<file path="config.mk">
export PLATFORM = sky130hd
export DESIGN_NAME = wait_fee_calc
export DESIGN_NICKNAME = d
export VERILOG_FILES = /design/src/rtl/wait_fee_calc.sv
export SDC_FILE = /design/constraint.sdc
export NUM_CORES = 1
export LEC_CHECK = 0
export CAP_MARGIN = 30
export CORE_ASPECT_RATIO = 1.75
export CORE_MARGIN = 4
export CORE_UTILIZATION = 50
export DETAILED_ROUTE_END_ITERATION = 10
export PLACE_DENSITY = 0.8
export SYNTH_ARGS = -nofsm -noshare
export SYNTH_HDL_FRONTEND = slang
export SYNTH_SLANG_ARGS = --single-unit
</file>
<file path="constraint.sdc">
create_clock -name clk -period 6.39 [get_ports clk]
set_input_delay 1.278 -clock clk [delete_from_list [all_inputs] [get_ports clk]]
set_output_delay 1.278 -clock clk [all_outputs]
set_load 0.005 [all_outputs]
</file>
<file path="src/rtl/wait_fee_calc.sv">
// wait_fee_calc
// Converts the waiting-minute count of the taxi meter into a waiting fee.
// The first FREE_MIN minutes are free, every further minute costs RATE units,
// and the fee saturates at 10^DIGITS-1. Each recomputation runs a serial
// double-dabble conversion that produces a packed-BCD copy for the display.
//
// Ports:
//   clk       system clock
//   reset     synchronous, active-high reset
//   start     trip active; low clears the block like reset
//   minute    waiting minutes from the wait-time counter
//   fee_bin   binary saturated fee
//   fee_bcd   packed BCD fee, most significant digit at the top
//   fee_valid one-cycle pulse when fee_bcd is updated
//   busy      conversion in progress
//   overflow  sticky flag, fee has saturated
module wait_fee_calc #(
  parameter int FREE_MIN = 3,
  parameter int RATE     = 5,
  parameter int DIGITS   = 4
) (
  input  logic                  clk,
  input  logic                  reset,
  input  logic                  start,
  input  logic [15:0]           minute,
  output logic [15:0]           fee_bin,
  output logic [4*DIGITS-1:0]   fee_bcd,
  output logic                  fee_valid,
  output logic                  busy,
  output logic                  overflow
);

  localparam logic [31:0] FEE_MAX = 32'(10**DIGITS - 1);

  typedef enum logic [1:0] {
    IDLE = 2'd0,
    CALC = 2'd1,
    CONV = 2'd2
  } state_t;

  // Add 3 to every BCD digit that is 5 or more, so the following left shift
  // carries correctly into the next decimal digit.
  function automatic logic [4*DIGITS-1:0] dabble_adjust(input logic [4*DIGITS-1:0] acc);
    logic [4*DIGITS-1:0] res;
    res = acc;
    for (int d = 0; d < DIGITS; d++) begin
      if (res[4*d +: 4] >= 4'd5) begin
        res[4*d +: 4] = res[4*d +: 4] + 4'd3;
      end
    end
    return res;
  endfunction

  state_t              state_r;
  logic [15:0]         last_min_r;
  logic [15:0]         shift_r;
  logic [4*DIGITS-1:0] bcd_acc_r;
  logic [3:0]          bit_cnt_r;

  logic [15:0]         billable_s;
  logic [31:0]         product_s;
  logic                sat_s;
  logic [15:0]         fee_sat_s;
  logic [4*DIGITS-1:0] adj_s;
  logic [4*DIGITS-1:0] bcd_next_s;

  // Fee arithmetic on the latched minute and one double-dabble step.
  always_comb begin
    billable_s = 16'd0;
    if (last_min_r > 16'(FREE_MIN)) begin
      billable_s = last_min_r - 16'(FREE_MIN);
    end else begin
      billable_s = 16'd0;
    end
    // 16-bit minutes times a small rate always fit in 32 bits.
    product_s = 32'(billable_s) * 32'(RATE);
    sat_s     = (product_s > FEE_MAX);
    if (sat_s) begin
      fee_sat_s = FEE_MAX[15:0];
    end else begin
      fee_sat_s = product_s[15:0];
    end
    adj_s      = dabble_adjust(bcd_acc_r);
    bcd_next_s = {adj_s[4*DIGITS-2:0], shift_r[15]};
  end

  // Control FSM with registered outputs; start low acts as a clear.
  always_ff @(posedge clk) begin
    if (reset || !start) begin
      state_r    <= IDLE;
      last_min_r <= 16'd0;
      shift_r    <= 16'd0;
      bcd_acc_r  <= '0;
      bit_cnt_r  <= 4'd0;
      fee_bin    <= 16'd0;
      fee_bcd    <= '0;
      fee_valid  <= 1'b0;
      busy       <= 1'b0;
      overflow   <= 1'b0;
    end else begin
      fee_valid <= 1'b0;
      case (state_r)
        IDLE: begin
          // Only the live minute is compared, so changes seen during a
          // conversion collapse into one recomputation of the latest value.
          if (minute != last_min_r) begin
            last_min_r <= minute;
            busy       <= 1'b1;
            state_r    <= CALC;
          end else begin
            busy <= 1'b0;
          end
        end
        CALC: begin
          fee_bin   <= fee_sat_s;
          shift_r   <= fee_sat_s;
          if (sat_s) begin
            overflow <= 1'b1;
          end else begin
            overflow <= overflow;
          end
          bcd_acc_r <= '0;
          bit_cnt_r <= 4'd0;
          state_r   <= CONV;
        end
        CONV: begin
          bcd_acc_r <= bcd_next_s;
          shift_r   <= {shift_r[14:0], 1'b0};
          bit_cnt_r <= bit_cnt_r + 4'd1;
          if (bit_cnt_r == 4'd15) begin
            fee_bcd   <= bcd_next_s;
            fee_valid <= 1'b1;
            busy      <= 1'b0;
            state_r   <= IDLE;
          end else begin
            busy <= 1'b1;
          end
        end
        default: begin
          state_r <= IDLE;
          busy    <= 1'b0;
        end
      endcase
    end
  end

endmodule
</file>
* After elaboration in Yosys (flattened, before gate mapping) *
Cells that the tools add are included.

word-level totals
  register bits = 89
  bits of input ports = 19
  output and inout port bits = 35
  word-level logic and storage cells = 55

cells by class
  $add $sub $neg = 6
  multipliers = 1
  $lt $le $gt $ge = 6
  equality and inequality tests = 6
  multiplexer cells = 16
  bitwise operators = 1
  reduce and logical (&&, ||, !) cells = 9

operator list
  kind                     count
  $pmux W16 S2             2
  $mux W16                 2
  $gt A19 B14 Y1 const B   1
  $mul A16 B3 Y19 const B  1
  $ge A4 B3 Y1 const B     4
  $gt A16 B2 Y1 const B    1
  $ne A16 B16 Y1           1
  $sub A16 B2 Y16 const B  1
  $add A4 B2 Y4 const B    3
  $mux W4                  3
  $pmux W4 S2              1
  $reduce_and A2 Y1        4
  $pmux W2 S3              1
  $add A4 B1 Y4 const B    1
  $eq A4 B4 Y1 const B     1
  $mux W2                  2
  $ne A2 B2 Y1 const B     2
  $add A3 B2 Y3 const B    1
  $mux W1                  3
  $mux W3                  1
  $pmux W1 S3              1
  $eq A2 B1 Y1 const B     1
  $eq A2 B2 Y1 const B     1
  $logic_not A2 Y1         1
  other kinds (5)          5

* Depth between registers and ports, before layout *
Gate-level depths: netlist (run 1).

  depth after elaboration = 6
  mapped depth = 19
  depth with buffers taken out = 17

* Worst setup path before layout (run 1) *
OpenSTA, ideal clock, no wires.

  path kind = reg2reg
  start = register last_min_r[8]
  end = register shift_r[3]
  arrival = 4.573 ns
  data required time = 6.248 ns
  setup slack = 1.674 ns
  stages on the path, launching flop included = 19
  path through = dfxtp_1 -> clkbuf_1 -> nor4_1 -> nand2b_1 -> or3_1 -> nor3b_1 -> clkbuf_1 -> nor2_1 -> ha_1 -> ha_1 -> a21oi_1 -> o21ai_0 -> or3_1 -> o22ai_1 -> xnor2_1 -> o32a_1 -> nor3_4 -> buf_6 -> a41oi_1

between the ends
  cells in the longest elaborated chain, start to end = 6
  elaborated cells between the ends (all ways) = 7

ends and longest elaborated chain
  element                                           RTL line  text
  from (decl)                                       55        logic [15:0] last_min_r;
  from (signal assigned)                            107       last_min_r <= minute;
  $sub A16 B2 Y16 or $gt A16 B2 Y1 (tied branches)  71, 70
  $mux W16 (*)                                      70        if (last_min_r > 16'(FREE_MIN)) begin
  $mul A16 B3 Y19 (*)                               76        product_s = 32'(billable_s) * 32'(RATE);
  $gt A19 B14 Y1                                    77        sat_s = (product_s > FEE_MAX);
  $mux W16 (*)                                      78        if (sat_s) begin
  $pmux W16 S2 (*)                                  102       case (state_r)
  to (signal assigned)                              116       shift_r <= fee_sat_s;
  to (signal assigned)                              128       shift_r <= {shift_r[14:0], 1'b0};
  to (decl)                                         56        logic [15:0] shift_r;

Mark *: on every way between the ends. The rest lies on a longest branch, timed or not.
A chain may end at the register's enable or synchronous reset.

* Worst setup path in the final report (run 1) *
Ends and elaborated chain as after synthesis.

==> results of run 1 <==
==> worst paths after layout <==
path                 startpoint    endpoint  slack (ps)  depth (start not counted)
hold / removal       fee_bcd[1]  fee_bcd[1]         450                          2
setup reg to reg  last_min_r[8]  shift_r[3]         970                         17
hold reg to reg      fee_bcd[1]  fee_bcd[1]         450                          2
setup / recovery  last_min_r[8]  shift_r[3]         970                         17
==> placed cells by master (no fill, tap or decap), types with 9 or more instances in the layout <==
| master | netlist | layout |
|---|---|---|
| dfxtp_1 | 89 | 89 |
| nor2_1 | 84 | 84 |
| nand2_1 | 69 | 69 |
| clkdlybuf4s50_1 | 0 | 53 |
| a21oi_1 | 52 | 52 |
| ha_1 | 40 | 40 |
| o21ai_0 | 32 | 32 |
| xor2_1 | 25 | 25 |
| inv_1 | 22 | 22 |
| xnor2_1 | 22 | 22 |
| mux2i_1 | 20 | 20 |
| nor3_1 | 15 | 15 |
| a21o_1 | 10 | 10 |
| a22oi_1 | 9 | 9 |
| clkbuf_16 | 0 | 9 |
==> report_power, final <==
part / leakage [nW] / switching, mW / internal [mW]
clock: 0.164 / 0.232 / 0.358
combinational: 1.52 / 0.420 / 0.250
sequential: 0.721 / 0.0175 / 0.573
total: 2.41 / 0.669 / 1.18
==> critical path, delay by kind of cell (launching register included) <==
| kind | cells | cell delay [ps] |
|---|---|---|
| flops | 1 | 380 |
| buf+inv | 1 | 50 |
| fa+ha+maj | 3 | 850 |
| compound gates | 5 | 1240 |
| simple gates | 8 | 2750 |
==> sequential cells by signal (all words and copies together), names as in the netlist <==
name,cells
state_r,2
bcd_acc_r,16
bit_cnt_r,4
last_min_r,16
fee_bcd,16
overflow,1
fee_valid,1
busy,1
fee_bin,16
shift_r,16
==> kinds of logic (layout without fill, tap and decap cells) <==
group	count (synthesis)	count (layout)	share of synthesized area, %
XOR/XNOR	47	47	7.873
flip-flops	89	89	34.08
multiplexers	22	22	4.259
AO/OA/AOI/OAI	156	156	19.19
buffers and inverters	58	95	4.642
AND/OR/NAND/NOR	228	228	20.00
adder cells (fa/ha/maj)	41	41	9.955
==> layer usage <==
metal / vias up / global-route usage, % / share of wire (%)
li1: 2334 / - / -
met1: 2255 / 22.00 / 37
met2: 132 / 40.94 / 56
met3: 32 / 2.945 / 3.7
met4: 0 / 10.68 / 3.2
met5: - / 0 / 0
==> final cells by class <==
| cell class | count | area [sq um] |
|---|---|---|
| fill | 861 | 4104 |
| multi-input combinational | 494 | 3209 |
| sequential | 89 | 1782 |
| timing repair buffer | 57 | 568.0 |
| clock buffer | 10 | 239.0 |
| tap | 127 | 158.9 |
| clock inverter | 6 | 95.09 |
| inverter | 22 | 82.58 |
==> through the flow <==
stage / area, sq um / power [mW] / setup WS [ps]
CTS: 6120 / 1.848 / 1035
detailed placement: 5786 / 1.251 / 1098
global placement: 5786 / 1.243 / 1212
finish: 6135 / 1.850 / 967.5
floorplan: 5229 / 1.115 / 1674
global route: 6135 / 1.941 / 720.7
==> impl_metrics.yaml, run 1 <==
outcome:
  outcome: "completed"
synth:
  synth_cells: 641
  synth_edf_count: 0
  yosys-top-cells-area: "dfxtp_1, ha_1, nor2_1"
  async_reset_ff_share_pct: 0
  synth_top_area_share_pct: 34.08
  ys_types: 55
  syn_area_sq_um: 5229
  synth_area_leader_cell: "dfxtp_1"
  synth_common_cells: "dfxtp_1, nor2_1, nand2_1"
  synth_warnings: 0
  yosys_register_bits: 89
  synth.most_common_cell: "dfxtp_1"
  synth_fp_nets: 701
  yosysSeqAreaShare_pct: 34.08
  synth_top_flop_cell: "dfxtp_1"
  syn_avg_cell_area_sq_um: 8.157
clocking:
  cts_setup_buffers: 0
  cts_hold_buf: 0
  root_buffer: "clkbuf_16"
  cts_tree: "done"
  clockBufferDepth: 2
  cts.sinks: 89
  htreeDepth: 3
  clkTransAtPathRegs_ps: 70
  cts_resized: 0
  cts_buffers: 9
  insertion_delay_ps: 350
timing:
  setup_tns_ps: 0
  slew_headroom_pct: 36.72
  final.min_clock_period_ps: 5423
  max_freq_ghz: 0.1844
  whs_ps: 451.8
  fin_crit_sh_pct: 84.86
  drv_slew: 0
  worst_slew_pin_slew_ps: 946.1
  rsz0062_at_grt: "no"
  setup_viol: 0
  clock_skew_ps: 10.13
  finalHoldViolCount: 0
grt:
  grt_pass1_vias: 4623
  grt_overflow: 0
  grt_pass1_wl_microns: 21470
  groute.usage.overall_pct: 21.32
  antenna_found_initial: 0
  grt_max_degree: 63
route:
  drt_iter0_drc: 357
  first_pass_iters: 5
  num_vias: 4753
  antenna_left: 0
  wire_per_inst_microns: 16.25
  vias_per_cell: 5.904
  routed_wl_microns: 13080
  drc: 0
placement:
  dp_hpwl_microns: 9493
  dp_cells: 788
  io_buffers: 53
  globalplace.congestion: 0.9400
flow_run:
  maxCapViolCount: 0
setup_path:
  slowest_delay_ps: 810
  crit_chain: "nor4_1 -> nand2b_1 -> or3_1 -> or3b_1 -> and2_1 -> ha_1 -> ha_1 -> inv_1 -> fa_1 -> nand2b_1 -> a211oi_1 -> o21ai_0 -> nand3_1 -> a41oi_2 -> o32a_1 -> nor3_4 -> a41oi_1"
  endpoint_kind: "register"
  cp.required_ps: 6580
  slowest_stage: "nor3_4"
  path_class: "register to register"
  crit_arrival_ps: 5610
  worstPathMaxFanout: 24
  crit_path_start_kind: "register"
hold_path:
  hold_path.class: "register to register"
final_layout:
  fin_util_pct: 59.92
  area_growth_pct: 17.32
  fin_nets: 733
  fin_cells: 805
  drive_gt1_share_pct: 4.572
  diodes: 0
floorplan:
  core_area_sq_um: 10240
  initial_core_util_pct: 51.07
  io_pins: 54
  die_y_microns: 143.3
  num_rows: 49
  dieArea_sq_um: 12220
  die_w_microns: 85.30
pwr:
  vdd.ir_drop.worst_mv: 0.2052
  power_density_nw_per_um2: 301.6
  power.leakage_nw: 2.406
No activity file was read; power rests on OpenSTA's default activity.
==> run 2: changes to the inputs <==
Settings changed: PLACE_DENSITY 0.8 to 0.82.
Clock period 6.39 ns to 4.63 ns, I/O delays scaled along.
==> run 2 against run 1 <==
  * Register-to-register slack got worse by 880 ps
  * First-iteration DRC count rose by 25%
  * Die area unchanged
==> impl_metrics.yaml, run 2 (synthesis results as in run 1) <==
outcome:
  outcome: "completed"
final_layout:
  diodes: 0
  fin_cells: 832
  fin_nets: 760
  multi_input_area_sq_um: 3364
  final_common_cell: "dfxtp_1"
  layout_common_cells: "dfxtp_1, nor2_1, nand2_1"
  num-fill-cells: 819
  area_growth_pct: 24.38
  fin_area_sq_um: 6504
  drive_gt1_share_pct: 11.63
  regArea_sq_um: 1782
pwr:
  power.leakage_nw: 2.583
  power_density_nw_per_um2: 437.9
  vdd.ir_drop.worst_mv: 0.3594
clocking:
  clkTransAtPathRegs_ps: 70
  clockBufferDepth: 2
  cts_buffers: 9
  insertion_delay_ps: 350
  root_buffer: "clkbuf_16"
  cts.sinks: 89
  cts_hold_buf: 0
  cts_tree: "done"
  htreeDepth: 3
floorplan:
  die_w_microns: 85.30
  num_rows: 49
  dieArea_sq_um: 12220
  core_area_sq_um: 10240
  initial_core_util_pct: 51.07
  die_y_microns: 143.3
  io_pins: 54
grt:
  grt_pass1_vias: 4838
  grt_pass1_wl_microns: 22060
  grt_max_degree: 43
  groute.usage.overall_pct: 22.17
  antenna_found_initial: 0
  grt_overflow: 0
timing:
  setup_viol: 0
  max_freq_ghz: 0.2203
  finalHoldViolCount: 0
  clock_skew_ps: 8.707
  drv_slew: 0
  final.min_clock_period_ps: 4539
  setup_tns_ps: 0
  fin_crit_sh_pct: 98.03
  worst_slew_pin_slew_ps: 967.8
  final.setup.worst_slack_ps: 91.02
  slew_headroom_pct: 35.48
  whs_ps: 456.4
setup_path:
  worstPathMaxFanout: 15
  endpoint_kind: "register"
  cp.required_ps: 4840
  r2r_start: "last_min_r[11]"
  crit_arrival_ps: 4740
  reg2reg_depth: 18
  crit_path_start_kind: "register"
  crit_start: "last_min_r[11]"
  path_class: "register to register"
route:
  antenna_left: 0
  first_pass_iters: 6
  vias_per_cell: 5.875
  num_vias: 4888
  drt_iter0_drc: 446
  routed_wl_microns: 13850
  drc: 0
  wire_per_inst_microns: 16.65
placement:
  pre_cts_slack_ps: -81.82
  dp_hpwl_microns: 9800
  dpl-instance-area_sq_um: 5953
  io_buffers: 53
  globalplace.congestion: 0.8701
  dp_cells: 808
hold_path:
  hp-start: "fee_bcd[1]"
  hold_depth: 2
  hold_path.class: "register to register"
flow_run:
  maxCapViolCount: 0
-- run 2: timing repair --
item	CTS	global route
setup endpoints to repair	28	29
cloned	0	2
gates resized for setup	2	29
setup buffers	0	6
pin swaps	0	9
-- run 2: final timing paths --
kind,endpoint,slack [ps]
setup / recovery,shift_r[2],90
setup reg to reg,shift_r[2],90
hold reg to reg,fee_bcd[1],460
hold / removal,fee_bcd[1],460
-- run 2: critical path: stages, from the launching register on --
cell and delay, ps:
dfxtp_1 350, nor4_4 320, nand2b_1 120, or3_4 350
buf_4 160, nor3b_2 220, buf_6 200, nor2_1 80
ha_1 300, ha_1 350, a21o_1 170, a21oi_1 230
a21oi_1 160, nor2_1 310, xor2_2 270, a31oi_4 150
buf_4 160, o41ai_1 370, a21oi_1 130
-- run 2: layer usage --
layer	share of wire (%)	GRT usage (%)
met1	36	22.19
met4	4.9	13.43
met5	0	0
met2	55	41.76
met3	4.2	3.695
-- run 2: area by class of cell --
class	count	share of cell area [%]
multi-input combinational	494	51.73
timing repair buffer	84	12.72
tap	127	2.443
clock buffer	9	3.463
inverter	22	1.270
sequential	89	27.40
clock inverter	7	0.9811
-- run 2: metrics by stage --
| step | util, % | power [mW] |
|---|---|---|
| 6_report | 63.52 | 2.848 |
| 5_1_grt | 63.52 | 2.985 |
| 4_1_cts | 61.03 | 2.522 |
| 3_5_place_dp | 58.14 | 1.816 |
| 3_3_place_gp | 58.14 | 1.794 |
| 2_1_floorplan | - | 1.540 |
-- run 2: power breakdown --
group / internal, mW / switching (mW)
sequential: 0.791 / 0.0208
clock: 0.374 / 0.330
combinational: 0.601 / 0.731
